File: src/rtl/multi_tick_divider.sv
// multi_tick_divider: multi-channel programmable tick/clock divider; optional MTD_RESYNC_EN adds a resync input
module multi_tick_divider #(
  parameter int CHANNELS = 4,
  parameter int WIDTH = 32,
  parameter int DEFAULT_DIV = 50000000,
  localparam int CH_W = (CHANNELS > 1) ? $clog2(CHANNELS) : 1
) (
  input  logic                clk,
  input  logic                rst,
`ifdef MTD_RESYNC_EN
  input  logic                resync,
`endif
  input  logic [CHANNELS-1:0] en,
  input  logic                load_valid,
  input  logic [CH_W-1:0]     load_ch,
  input  logic [WIDTH-1:0]    load_div,
  output logic                load_ready,
  output logic [CHANNELS-1:0] tick,
  output logic [CHANNELS-1:0] clk_out,
  output logic [CHANNELS-1:0] pending
);
  localparam int CH_N = 1 << CH_W;
  logic [WIDTH-1:0] count_q [CHANNELS];
  logic [WIDTH-1:0] count_d [CHANNELS];
  logic [WIDTH-1:0] active_q [CHANNELS];
  logic [WIDTH-1:0] active_d [CHANNELS];
  logic [WIDTH-1:0] pend_div_q [CHANNELS];
  logic [WIDTH-1:0] pend_div_d [CHANNELS];
  logic [CHANNELS-1:0] pending_q, pending_d, tick_q, tick_d, clk_out_q, clk_out_d, tc;
  logic [CH_N-1:0] pend_ext;
  // unimplemented channel codes read as not pending, so such requests are accepted and dropped
  assign pend_ext = CH_N'(pending_q);
  assign load_ready = !pend_ext[load_ch];
  assign tick = tick_q;
  assign clk_out = clk_out_q;
  assign pending = pending_q;
  // per-channel next state: count/terminal count, divisor swap at TC, divisor handshake
  always_comb begin
    count_d = count_q;
    active_d = active_q;
    pend_div_d = pend_div_q;
    pending_d = pending_q;
    tick_d = '0;
    clk_out_d = clk_out_q;
    tc = '0;
    for (int c = 0; c < CHANNELS; c++) begin
      tc[c] = en[c] && (count_q[c] == ((active_q[c] == '0) ? WIDTH'(1) : active_q[c]) - WIDTH'(1));
      count_d[c] = tc[c] ? '0 : en[c] ? count_q[c] + WIDTH'(1) : count_q[c];
      tick_d[c] = tc[c];
      clk_out_d[c] = clk_out_q[c] ^ tc[c];
      active_d[c] = (tc[c] && pending_q[c]) ? pend_div_q[c] : active_q[c];
      pending_d[c] = pending_q[c] && !tc[c];
      if (load_valid && load_ready && load_ch == CH_W'(c)) begin
        pend_div_d[c] = load_div;
        pending_d[c] = 1'b1;
      end
`ifdef MTD_RESYNC_EN
      if (resync) begin
        count_d[c] = '0;
        tick_d[c] = 1'b0;
        clk_out_d[c] = 1'b0;
      end
`endif
    end
  end
  // state registers with synchronous reset to the default divisor
  always_ff @(posedge clk) begin
    if (rst) begin
      for (int c = 0; c < CHANNELS; c++) begin
        count_q[c] <= '0;
        active_q[c] <= WIDTH'(DEFAULT_DIV);
        pend_div_q[c] <= '0;
      end
      pending_q <= '0;
      tick_q <= '0;
      clk_out_q <= '0;
    end else begin
      count_q <= count_d;
      active_q <= active_d;
      pend_div_q <= pend_div_d;
      pending_q <= pending_d;
      tick_q <= tick_d;
      clk_out_q <= clk_out_d;
    end
  end
endmodule
File: config.mk
export PLATFORM = sky130hd
export DESIGN_NAME = multi_tick_divider
export DESIGN_NICKNAME = d
export VERILOG_FILES = /design/src/rtl/multi_tick_divider.sv
export SDC_FILE = /design/constraint.sdc
export NUM_CORES = 1
export LEC_CHECK = 0
export CELL_PAD_IN_SITES_DETAIL_PLACEMENT = 1
export CELL_PAD_IN_SITES_GLOBAL_PLACEMENT = 1
export CORE_ASPECT_RATIO = 1.25
export CORE_MARGIN = 3
export CORE_UTILIZATION = 45
export CTS_BUF_LIST = sky130_fd_sc_hd__clkbuf_16
export DETAILED_ROUTE_END_ITERATION = 7
export PLACE_DENSITY_LB_ADDON = 0.1
export SYNTH_ARGS = -nofsm -noshare
export SYNTH_HDL_FRONTEND = slang
export SYNTH_SLANG_ARGS = --single-unit
File: constraint.sdc
create_clock -name clk -period 5.9 [get_ports clk]
set_clock_uncertainty 0.1 [all_clocks]
set_input_delay 1.18 -clock clk [delete_from_list [all_inputs] [get_ports clk]]
set_output_delay 1.18 -clock clk [all_outputs]
set_load 0.005 [all_outputs]
# Word-level counts from Yosys, hierarchy flattened
# Cells that the tools add are included.
word_totals:
  out_inout_bits: 13
  ff_bits: 396
  elab_cells: 76
op_classes:
  n_lt_le_gt_ge: 1
  add_sub_neg: 8
  eq_ne: 7
  n_mux: 10
  bitwise: 4
  reduce_logical: 31
op_table:
  columns: ["operator", "n"]
  rows:
  - ["adder 32 x 1 -> 32 bit (second input constant)", 4]
  - ["== test 32 bit", 4]
  - ["zero test 32 bit", 4]
  - ["2-to-1 mux 32 bit", 4]
  - ["subtractor 32 x 1 -> 32 bit (second input constant)", 4]
  - ["logical AND 1 bit", 17]
  - ["OR reduction 2 bit", 4]
  - ["zero test 1 bit", 5]
  - ["2-to-1 mux 1 bit", 5]
  - ["== test 2 bit (second input constant)", 2]
  - ["XOR 1 bit", 4]
  - ["< comparator 2 x 3 -> 1 bit (second input constant)", 1]
  - ["binary-select mux 1 bit (select 2 bit)", 1]
  - ["== test 2 x 1 -> 1 bit (second input constant)", 1]
  - ["zero test 2 bit", 1]

# Depth between registers and ports, before layout
logic_depth:
  ltp_word: 8
  depth_mapped: 17

# Worst setup path after synthesis
# No wires, ideal clock.
synth_timing:
  kind: "register to register"
  startpoint: "register active_q[48] (netlist name)"
  endpoint: "register active_q[34] (netlist name)"
  path_slack_ns: 1.312
  path_buffers: 4
  t_arrival_ns: 4.416
  synth_period_minus_slack_ns: 4.588
  setup_time_ns: 0.072
  stages_incl_launch_ff: 17
  path_cell_list: "dfxtp_1 clkbuf_1 or4_1 nor4_2 a31oi_1 ha_1 nor3b_1 and2_1 clkbuf_1 xnor2_1 nor4_1 nand3b_1 nor4b_1 and3_1 buf_2 buf_2 mux2i_1"
synth_between:
  elab_chain_cells: 6
synth_rtl:
  columns: ["element", "line_no", "text"]
  rows:
  - ["start: declaration", "25", "logic [WIDTH-1:0] active_q [CHANNELS];"]
  - ["start signal: indexed assignment", "71", "active_q[c] <= WIDTH'(DEFAULT_DIV);"]
  - ["start signal: assignment", "79", "active_q <= active_d;"]
  - ["zero test 32 bit", "47", "tc[c] = en[c] && (count_q[c] == ((active_q[c] == '0) ? WIDTH'(1) : active_q[c]) - WIDTH'(1));"]
  - ["2-to-1 mux 32 bit (*)", "47", null]
  - ["subtractor 32 x 1 -> 32 bit (*)", "47", null]
  - ["== test 32 bit (*)", "47", null]
  - ["logical AND 1 bit (*)", "47", null]
  - ["logical AND 1 bit (*)", "51", "active_d[c] = (tc[c] && pending_q[c]) ? pend_div_q[c] : active_q[c];"]
# Every way passes the cells marked *; elsewhere a longest branch is shown, timed or not.
# A chain may end at the register's enable or synchronous reset.

# Worst setup path in the final report
layout_timing:
  startpoint: "register active_q[44] (netlist name)"
  endpoint: "register active_q[42] (netlist name)"
# The elaborated chain is that of the path after synthesis.

==> summary.txt <==
Pwr
  – Internal: 4.13 mW
  – Sw frac: 23.7%
  – Static leakage: 7.56 nW
  – Power share of the clock group: 45.0%
  – Switching power: 1.28 mW
  – VDD IR max: 0.000235 V
  – Sequential share of power: 50.7%
  – PwrDens: 238 nW/um^2
  – Comb pwr share: 4.4%

Worst setup path
  – Data required, critical path: 6.30 ns
  – Most used cell, CP: buf_4
  – Setup CP Type: flip-flop to flip-flop
  – Crit Reg-Reg Endpoint: active_q[42]$_SDFFE_PP0P_
  – Worst EP arrival: 5.73 ns
  – Crit path largest cell delay: 0.58 ns
  – R2r worst-path depth: 15
  – Critical Path Sink Type: flip-flop
  – CP top delay family: simple AND/OR/NAND/NOR gates
  – Critical path buffers and inverters: 3
  – Crit-path cells: nor4_1 > buf_4 > and4_1 > a31oi_1 > ha_1 > nor3b_1 > nand2_1 > or4_1 > o21ai_0 > nand2_1 > nor4b_1 > buf_4 > and3_2 > buf_4 > mux2i_1
  – CP Max Fanout: 20
  – Critical path launch point type: flip-flop
  – R2r setup slk: 0.57 ns
  – R2R Path Start: active_q[44]$_SDFFE_PP1P_
  – Worst-path cell with the longest stage delay: nor3b_1
  – Cell depth of the worst setup path: 15

Routing
  – Drt pass-1 iters: 5
  – Iteration-0 DRC Markers: 874
  – DRT antenna net count: 0
  – DR vias: 18.6k
  – Total Routed Length: 63,800 um
  – Via-per-instance ratio: 5.91
  – Residual DRC count: 0
  – WL/cell: 20.3 um

Clock network
  – H-Tree Depth: 2
  – Num CTS Buffers: 42
  – Clock slew at reported path FFs: 0.06 ns
  – Post-CTS Setup Bufs: 0
  – Clock Latency Late Sink: 0.58 ns
  – Max Root-Sink Buffers: 3
  – Root Driver: clkbuf_16
  – Post_cts resized: 0
  – Post-CTS Hold Fix Bufs: 0
  – CTS tree: built
  – Clock sinks: 396

STA
  – FMAX: 188 MHz
  – Final setup vio count: 0
  – Count of final hold-check violations: 0
  – Slew Viols, Final: 0
  – Max_slew headroom: 16.2%
  – Final worst setup slack: 0.568 ns
  – Fin crit period: 5.33 ns
  – Worst-case hold slack: 0.355 ns
  – Final clock period utilization by the worst path: 90.4%
  – RSZ-0062 raised after global routing: no
  – TNS Setup: 0 ns
  – Worst slew pin tran: 1.26 ns

GRT
  – GR Util met3: 3.06%
  – Grt total ovfl: 0
  – Grt met2 use: 45.2%
  – Vias in the first global route: 18.8k
  – Met1 Usage GRT: 33.1%
  – Global-route wire length before repair: 103,000 um
  – Gr usage total: 25.9%
  – Antenna violations before repair: 0
  – Largest net degree at the start of global routing: 93
  – GRT Max-Usage Layer: met2

Floorplanning
  – I/O pin cnt: 54
  – Num rows: 87
  – Die height: 245 um
  – Die X: 198 um
  – Initial Util: 45.7%
  – Core area: 45,200 sq um
  – Die area: 48,500 sq um

Min path
  – Start point of the worst hold path: pend_div_q[61]$_SDFFE_PP0P_
  – Hold crit path type: flip-flop to flip-flop
  – Min-Delay Endpoint: active_q[61]$_SDFFE_PP0P_
  – Hold path cells: 2

Synth
  – Synth warnings: 0
  – Share of the synthesized area in the top cell type: 38.4%
  – Synth cell count leaders: 444 x nand2_1, 396 x dfxtp_1, 284 x nor2_1, 170 x a21oi_1, 144 x xnor2_1
  – EDFF count, synth: 0
  – Count leader, synth: nand2_1
  – Cells after Synth: 2,581
  – Syn_area_per_cell: 7.99 sq um
  – Sequential element share of the synthesized area: 38.4%
  – Mapped cell area: 20,600 sq um
  – Syn nets: 2,630
  – Synth area leaders: dfxtp_1 38%, nand2_1 8.1%, xnor2_1 6.1%
  – Number of distinct library cells after synthesis: 79
  – Ys flop type: dfxtp_1
  – Cell taking the most area after synthesis: dfxtp_1
  – Yosys reg bits: 396
  – Async SR Flop Fraction: 0%

Run status
  – Status: finished, final reports clean

Finish
  – Layout area overhead: 10.3%
  – Layout Utilization: 50.4%
  – Final Cell Area: 22,700 sq um
  – Nets: 2,593
  – Layout cells sized above 1: 5.65%
  – Diode count: 0

Run
  – Max-cap violations: 0

Placed design
  – Placed cell area: 21,500 sq um
  – Buffers on Ports: 53
  – Setup slack at placement: 0.636 ns
  – GPL Wtd Cong: 0.950
  – DPL Wire Length: 46,100 um
==> worst max-delay path by stage <==
stage                     slack (ns)                         to                       from
after CTS                       0.61  active_q[44]$_SDFFE_PP1P_  active_q[44]$_SDFFE_PP1P_
final                           0.57  active_q[42]$_SDFFE_PP0P_  active_q[44]$_SDFFE_PP1P_
after detailed placement        0.64  active_q[44]$_SDFFE_PP1P_  active_q[44]$_SDFFE_PP1P_
after global routing            0.12  active_q[42]$_SDFFE_PP0P_  active_q[44]$_SDFFE_PP1P_
after global placement          0.78  active_q[79]$_SDFFE_PP1P_  active_q[81]$_SDFFE_PP1P_
after floorplan                 1.31  active_q[34]$_SDFFE_PP0P_  active_q[48]$_SDFFE_PP0P_
==> cells in the final DEF (no fill, tap or decap), drive strengths merged, types with 17 or more instances in the layout <==
cell type,n
nand3,59
a31o,21
mux2i,85
clkbuf,44
a311oi,20
a31oi,28
xnor2,144
nor2,284
dfxtp,396
buf,37
o31ai,42
nor2b,19
nand4,73
nor3,52
a21oi,170
nor4,60
or4,25
or3,17
o21ai,35
nand2,444
xor2,135
and4,21
clkdlybuf4s50,52
inv,52
and3,45
==> layout make-up <==
cell class / instances / area, sq um
tap: 578 / 723
clock inverter: 25 / 133
sequential: 396 / 7930
fill: 5445 / 22400
multi-input combinational: 1970 / 11900
clock buffer: 43 / 1080
inverter: 44 / 166
timing repair buffer: 90 / 837
==> flip-flops by register name (all words and copies together), names as in the netlist <==
register and count:
active_q 128, clk_out 4, count_q 128, pend_div_q 128
pending 4, tick 4
==> cells by family after synthesis <==
group           Yosys count  synth area share, %
simple gates           1170                 27.1
xor+xnor                279                 11.8
compound gates          420                 13.4
buf+inv                 215                 4.20
flops                   396                 38.4
mux                      93                 4.56
fa+ha+maj                 8                0.485
==> worst register-to-register path, delay by kind of cell (launching register included) <==
family | cells | cell delay, ns
AO/OA/AOI/OAI | 2 | 0.55
adder cells (fa/ha/maj) | 1 | 0.25
buffers and inverters | 3 | 0.69
flip-flops | 1 | 0.55
multiplexers | 1 | 0.24
AND/OR/NAND/NOR | 8 | 2.87
==> power groups by stage <==
| stage | Sequential (mW) | Clock (mW) | Combinational [mW] |
|---|---|---|---|
| after floorplan | 2.79 | 0 | 0.136 |
| after global placement | 2.80 | 0 | 0.233 |
| after detailed placement | 2.80 | 0 | 0.239 |
| after CTS | 2.74 | 2.51 | 0.240 |
| after global routing | 2.75 | 2.61 | 0.261 |
| final | 2.74 | 2.44 | 0.238 |
==> metrics by stage <==
stage,power [mW],std cells
after floorplan,2.92,2581
after global placement,3.03,3078
after detailed placement,3.04,3078
after CTS,5.49,3146
after global routing,5.62,3146
final,5.42,3146
==> metal layers <==
layer / up-vias / part of all wire (%)
li1: 8953 / -
met1: 9202 / 45
met2: 328 / 49
met3: 113 / 3.3
met4: 0 / 3.6
met5: - / 0
No activity file was read; power rests on OpenSTA's default activity.
